**config.mk**
```make
export PLATFORM = sky130hd
export DESIGN_NAME = ula
export DESIGN_NICKNAME = d
export VERILOG_FILES = /design/src/rtl/ula.sv
export SDC_FILE = /design/constraint.sdc
export NUM_CORES = 1
export LEC_CHECK = 0
export CORE_MARGIN = 5
export CORE_UTILIZATION = 53
export DETAILED_ROUTE_END_ITERATION = 7
export PLACE_DENSITY_LB_ADDON = 0.05
export SLEW_MARGIN = 20
export SYNTH_ARGS = -nofsm -noshare
export SYNTH_HDL_FRONTEND = slang
export SYNTH_SLANG_ARGS = --single-unit
```
**constraint.sdc**
```tcl
create_clock -name clk -period 9 [get_ports clk]
set_input_delay 1.8 -clock clk [delete_from_list [all_inputs] [get_ports clk]]
set_output_delay 1.8 -clock clk [all_outputs]
set_load 0.005 [all_outputs]
```
**src/rtl/ula.sv**
```systemverilog
// Mic-1 datapath ALU: operand gating, logic/arithmetic function select, a post-ALU
// shifter onto the C bus, and N/Z flags with a clocked copy for JAMN/JAMZ branching.
module ula (
    input  logic        clk,
    input  logic        reset,
    input  logic [31:0] A,
    input  logic [31:0] B,
    input  logic [7:0]  select,
    output logic [31:0] out,
    output logic        N,
    output logic        Z,
    output logic        N_reg,
    output logic        Z_reg
);

    logic        sll8_s;
    logic        sra1_s;
    logic [1:0]  fn_s;
    logic        ena_s;
    logic        enb_s;
    logic        inva_s;
    logic        inc_s;
    logic [31:0] a_s;
    logic [31:0] b_s;
    logic [31:0] r_s;
    logic [31:0] sh_s;

    // Logical left shift by 8 with zero fill.
    function automatic logic [31:0] shl8(input logic [31:0] v);
        shl8 = {v[23:0], 8'h00};
    endfunction

    // Arithmetic right shift by 1, replicating the sign bit.
    function automatic logic [31:0] sra1(input logic [31:0] v);
        sra1 = {v[31], v[31:1]};
    endfunction

    assign sll8_s = select[7];
    assign sra1_s = select[6];
    assign fn_s   = select[5:4];
    assign ena_s  = select[3];
    assign enb_s  = select[2];
    assign inva_s = select[1];
    assign inc_s  = select[0];

    // Operand gating: a disabled operand reads as zero; INVA applies after gating so ~0 = -1.
    always_comb begin
        a_s = 32'h0000_0000;
        b_s = 32'h0000_0000;
        if (ena_s) begin
            a_s = A;
        end else begin
            a_s = 32'h0000_0000;
        end
        if (inva_s) begin
            a_s = ~a_s;
        end else begin
            a_s = a_s;
        end
        if (enb_s) begin
            b_s = B;
        end else begin
            b_s = 32'h0000_0000;
        end
    end

    // Function select; the adder wraps modulo 2^32 and INC only matters for the sum.
    always_comb begin
        r_s = 32'h0000_0000;
        case (fn_s)
            2'b00:   r_s = a_s & b_s;
            2'b01:   r_s = a_s | b_s;
            2'b10:   r_s = ~b_s;
            2'b11:   r_s = a_s + b_s + {31'h0000_0000, inc_s};
            default: r_s = 32'h0000_0000;
        endcase
    end

    // Shifter: when both shifts are requested, the left shift happens before the right shift.
    always_comb begin
        sh_s = r_s;
        if (sll8_s && sra1_s) begin
            sh_s = sra1(shl8(r_s));
        end else if (sll8_s) begin
            sh_s = shl8(r_s);
        end else if (sra1_s) begin
            sh_s = sra1(r_s);
        end else begin
            sh_s = r_s;
        end
    end

    assign out = sh_s;
    assign N   = r_s[31];
    assign Z   = (r_s == 32'h0000_0000);

    // Flag register sampled by the microsequencer on the following cycle.
    always_ff @(posedge clk) begin
        if (reset) begin
            N_reg <= 1'b0;
            Z_reg <= 1'b0;
        end else begin
            N_reg <= N;
            Z_reg <= Z;
        end
    end

endmodule

```
==> results of run 1 <==
==> power by group <==
part	switching, mW	leakage [nW]	internal, mW
Clock	0.00717	0.0216	0.0283
Sequential	0.000162	0.0164	0.00950
Combinational	0.265	2.84	0.225
Total	0.272	2.88	0.263
==> metal layers <==
layer  vias to the layer above  GRT usage  share of wire
met5                         -          0              0
met4                         0      0.106          0.036
met3                        48     0.0255          0.055
met2                       195      0.545           0.50
met1                      2655      0.342           0.41
li1                       2765          -              -
==> cell type report <==
cell class                 count  area, um2  area share
timing repair buffer         135       1290       0.211
inverter                      78        293      0.0476
clock buffer                   3       41.3     0.00672
multi-input combinational    617       4340       0.706
tap                          111        139      0.0226
sequential                     2       40.0     0.00652
==> cells in the mapped netlist (all sizes together) (3+ instances only) <==
library cell	number	area share
a21boi	3	0.0046
inv	78	0.060
mux4	7	0.032
nor2b	7	0.0090
o211ai	3	0.0046
nor3	3	0.0031
a21o	9	0.014
nand4	8	0.010
or2	4	0.0056
xor2	10	0.018
o21a	7	0.011
nor4	3	0.0051
and2	5	0.0064
mux2i	32	0.066
o21ai	52	0.056
o31a	3	0.0056
o21bai	4	0.0085
xnor2	42	0.075
a31oi	9	0.013
clkbuf	22	0.017
ha	64	0.16
nor2	58	0.045
or4	5	0.0087
buf	23	0.032
nand3	13	0.013
o22a	4	0.0072
a211oi	7	0.011
and3	5	0.0067
nand2b	9	0.012
nand2	121	0.093
o22ai	9	0.012
o221ai	7	0.013
a211o	8	0.014
a21oi	61	0.064
mux2	7	0.016
o31ai	3	0.0046
==> logic make-up after synthesis <==
family,Yosys count
compound gates,205
xor+xnor,52
fa+ha+maj,66
buf+inv,123
flops,2
mux,46
simple gates,248
==> stage by stage <==
stage | setup TNS [ns] | area (um2) | hold slack [ns] | worst slack, ns | power [mW]
2_1_floorplan | 0 | 4880 | 1.87 | 1.21 | 0.314
3_3_place_gp | 0 | 6070 | 2.40 | 0.138 | 0.478
3_5_place_dp | -0.000701 | 6070 | 2.41 | -0.000701 | 0.489
4_1_cts | 0 | 6120 | 2.21 | 0.000185 | 0.528
5_1_grt | -0.0178 | 6140 | 2.22 | -0.0178 | 0.579
6_report | 0 | 6140 | 2.21 | 0.182 | 0.535
==> timing repair <==
| item | 4_1_cts | 5_1_grt |
|---|---|---|
| endpoints found under the setup margin | 1 | 1 |
| gates cloned | 0 | 0 |
| resized for setup | 1 | 5 |
==> final timing paths <==
check                 start    end  depth (start not counted)  slack [ns]
worst max-delay path   A[0]      Z                         17        0.18
worst min-delay path  reset  Z_reg                          2        2.21
==> results.md, run 1 <==
* Status: completed
* Synth Flop Type: dfxtp_1
* Fmax at 113 MHz
* Layout cells sized above 1 at 0.0826
* Total power per unit cell area at 87.0 nW/um2
* Wire length per cell at 17.9 um
* IO Pins at 110
* Most common cell after layout, fill and taps aside: nand2_1
* Tmin final at 8.82 ns
* Maximum VDD drop at 0.0686 mV
* Post-synth ARST share at 0
* Final cell count without fillers at 946
* Netlist Area Pre-Place at 4880 um2
* Max incr delay on CP at 0.54 ns
* Critical-path top delay cell: clkdlybuf4s50_1
* TritonRoute pass-1 iters at 5
* Die Ht at 106 um
* CTS buffer count at 3
* Register area share after synthesis at 0.00820
* Setup crit end kind: primary output
* 1st-iter DRT viols at 323
* Crit path launch type: input port
* Leak Pwr at 2.88 nW
* Kind of critical path: input port to primary output
* Synth Warn # at 0
* Count of pins over their slew limit at 0
* Final #Nets at 977
* Worst Tran Pin Value at 1.07 ns
* Syn_area_per_cell at 6.58 um2
* Number of enable flip-flop cells after synthesis at 0
* Max_cap viols at 0
* Placed insts at 943
* GRT Util Overall at 0.291
* Post-synthesis simple-gate area fraction at 0.229
* Root Driver: clkbuf_8
* WP buf/inv at 4
* Final setup vio count at 0
* Worst path arrival time at 7.02 ns
* Final period util at 0.980
* RePlAce Congestion at 0.980
* Seq cells post-synth at 2
* Crit-path cells: clkdlybuf4s50_1 -> nand2_1 -> xnor2_2 -> inv_1 -> fa_1 -> fa_1 -> inv_1 -> mux4_2 -> nor4_2 -> nand2_1 -> a2111o_1 -> or4_1 -> a2111oi_2 -> nand3_1 -> or4_4 -> nor3_1 -> clkdlybuf4s50_1
* Max clock buf depth at 2
* Grt total ovfl at 0
* Largest net degree at the start of global routing at 46
* Port Buffer Count at 109
* Antenna violations before repair at 0
* Via count at 5,663
* Syn nets at 882
* DRC at 0
* Crit path required time at 7.20 ns
* Diodes inserted at 0
* Die X at 106 um
* Hold Buf Count CTS at 0
* Area fraction in compound gates after synthesis at 0.275
* Starting Density at 0.536
* Vias in the first global route at 5,534
* Area growth from synthesis to final layout at 25.9%
* Core area at 9110 um2
* DP HPWL at 13,800 um
* Worst path top cell family by delay: simple AND/OR/NAND/NOR gates
* TritonCTS clock tree: done
* Setup bufs post-CTS at 0
* Critical path fanouts, max at 3
* First-pass GRT wire length at 27,200 um
* Max H-tree Level at 1
* TritonCTS Sinks at 2
* Final core area utilization at 0.675
* Number of library cell types mapped by synthesis at 70
* Adder-cell share of the synthesized area at 0.172
* WL final at 16,900 um
* Hold Path Class: input port to flop
* Hold Violations, Final at 0
* Most frequent cells in the layout: nand2_1, clkdlybuf4s50_1, inv_1, ha_1, a21oi_1
* Slew HR at 0.285
* Row count at 35
* Fillers at 802
* Mux share of post-synthesis cell area at 0.114
* Die ar. at 11,200 um2
* Clock-pin slew of the registers on the worst-case setup and hold paths at 0.03 ns
* Routed Antenna Nets at 0
* Vias per inst at 5.99
* Combinational family with the most area after synthesis: compound AO/OA/AOI/OAI gates
* Mapped Cells at 742
* XOR/XNOR Fraction of Synth Area at 0.0933
(Power assumes the default switching activity.)
==> run 2: changes to the inputs <==
--- a/config.mk
+++ b/config.mk
@@ -8,6 +8,7 @@
 export CORE_MARGIN = 5
 export CORE_UTILIZATION = 53
 export DETAILED_ROUTE_END_ITERATION = 7
+export GPL_TIMING_DRIVEN = 0
 export PLACE_DENSITY_LB_ADDON = 0.05
 export SLEW_MARGIN = 20
 export SYNTH_ARGS = -nofsm -noshare
==> results.md, run 2 (synthesis results as in run 1) <==
* Hold Violations, Final at 0 (unchanged)
* Slew HR at 0.499 (+0.213)
* Worst Setup SP: A[0]
* Most common cell after layout, fill and taps aside: nand2_1
* Worst Setup EP: Z
* Critical path fanouts, max at 4 (+1)
* Kind of critical path: input port to primary output
* WL final at 19,700 um (+16%)
* Fmax at 113 MHz (about the same)
* Max H-tree Level at 1 (unchanged)
* Final period util at 0.980 (about the same)
* RSZ-0062 raised after global routing: no
* Final cell count without fillers at 960 (+1.5%)
* Wire length per cell at 20.5 um (+14%)
* Routed Antenna Nets at 0 (unchanged)
* Worst path arrival time at 7.02 ns (about the same)
* Port Buffer Count at 105 (-3.7%)
* Vias in the first global route at 5,973 (+7.9%)
* Most frequent cells in the layout: nand2_1, clkdlybuf4s50_1, inv_1, ha_1, nor2_1
* Count of pins over their slew limit at 0 (unchanged)
* Core area at 9110 um2 (unchanged)
* Setup bufs post-CTS at 0 (unchanged)
* Worst Tran Pin Value at 0.752 ns (-0.320 ns)
* DRC at 0 (unchanged)
* Setup crit end kind: primary output
* RePlAce Congestion at 1.00 (+2.4%)
* Placed insts at 958 (+1.6%)
* Antenna violations before repair at 0 (unchanged)
* Largest net degree at the start of global routing at 20 (-57%)
* Cell Area, Placed at 6070 um2 (about the same)
* Die X at 106 um (unchanged)
* TritonCTS clock tree: done
* Clock-pin slew of the registers on the worst-case setup and hold paths at 0.03 ns (about the same)
* Leak Pwr at 2.86 nW (-0.62%)
* DP HPWL at 15,800 um (+15%)
* Final #Nets at 991 (+1.4%)
* Final setup vio count at 0 (unchanged)
* Diodes inserted at 0 (unchanged)
* Row count at 35 (unchanged)
* Status: completed
* Area growth from synthesis to final layout at 26.8%
* Final core area utilization at 0.679 (+0.00481)
* Fillers at 787 (-1.9%)
* TritonRoute pass-1 iters at 6 (+1)
* Max_cap viols at 0 (unchanged)
* Root Driver: clkbuf_8
* Vias per inst at 6.23 (+4.1%)
* Max clock buf depth at 2 (unchanged)
* GRT Util Overall at 0.338 (+0.0477)
* Grt total ovfl at 0 (unchanged)
* Total power per unit cell area at 89.1 nW/um2 (+2.4%)
* Maximum VDD drop at 0.0444 mV (-35%)
* Via count at 5,985 (+5.7%)
* CTS buffer count at 3 (unchanged)
* Tot Pwr at 0.551 mW (+3.1%)
* Fin area at 6190 um2 (+0.71%)
* Die Ht at 106 um (unchanged)
* Layout cells sized above 1 at 0.0789 (-0.00372)
* Hold Path Class: input port to flop
* Crit path launch type: input port
* Tmin final at 8.82 ns (+0.00169 ns)
* Hold Buf Count CTS at 0 (unchanged)
* First-pass GRT wire length at 30,900 um (+14%)
* Die ar. at 11,200 um2 (unchanged)
* IO Pins at 110 (unchanged)
* Starting Density at 0.536 (unchanged)
* 1st-iter DRT viols at 536 (+66%)
* Crit path required time at 7.20 ns (about the same)
* TritonCTS Sinks at 2 (unchanged)
## run 2: metrics by stage
step	TNS, ns	setup WS, ns	hold WS, ns
6_report	0	0.181	2.16
5_1_grt	0	0.0132	2.22
4_1_cts	0	0.0285	2.17
3_5_place_dp	-2.48	-0.940	2.39
3_3_place_gp	-1.15	-0.778	2.40
2_1_floorplan	0	1.21	1.87
## run 2: worst max-delay path, stage by stage
cell and delay (ns):
clkdlybuf4s50_1 0.46, nand2_1 0.08, xnor2_2 0.17, inv_1 0.10, fa_1 0.46, fa_1 0.44
nand2b_4 0.18, a211oi_4 0.38, o21ai_1 0.21, o21bai_1 0.27, a31o_2 0.30, mux2i_1 0.12
or3b_1 0.35, or4_1 0.42, or4_4 0.54, nor3_1 0.20, clkdlybuf4s50_1 0.53
## run 2: worst min-delay path by stage
| stage | from | to | depth (start not counted) |
|---|---|---|---|
| final | reset | N_reg | 2 |
| after global routing | reset | N_reg | 2 |
| after CTS | reset | N_reg | 2 |
| after detailed placement | reset | N_reg | 2 |
| after global placement | reset | N_reg | 2 |
| after floorplan | reset | Z_reg | 1 |
## run 2: repair_timing
item                       4_1_cts  5_1_grt
pin swaps                        0        2
setup endpoints to repair       11        1
resized for setup               12       16
## run 2: routing by layer
layer / vias up / GRT usage / wire (um)
li1: 2795 / - / -
met3: 61 / 0.0285 / 1510
met2: 324 / 0.597 / 9390
met5: - / 0 / 0
met1: 2805 / 0.433 / 8000
met4: 0 / 0.113 / 746
## run 2: area by class of cell
type	count	area, um2	area share
Timing Repair Buffer	105	1050	0.169
Clock buffer	3	41.3	0.00667
Multi-Input combinational cell	617	4380	0.708
Buffer	44	250	0.0404
Sequential cell	2	40.0	0.00647
Inverter	78	293	0.0473
Tap cell	111	139	0.0224
## run 2: power by group
part           switching, mW  total [mW]  internal, mW
Combinational          0.283       0.504         0.221
Sequential          0.000141     0.00964       0.00950
Clock                0.00926      0.0377        0.0285
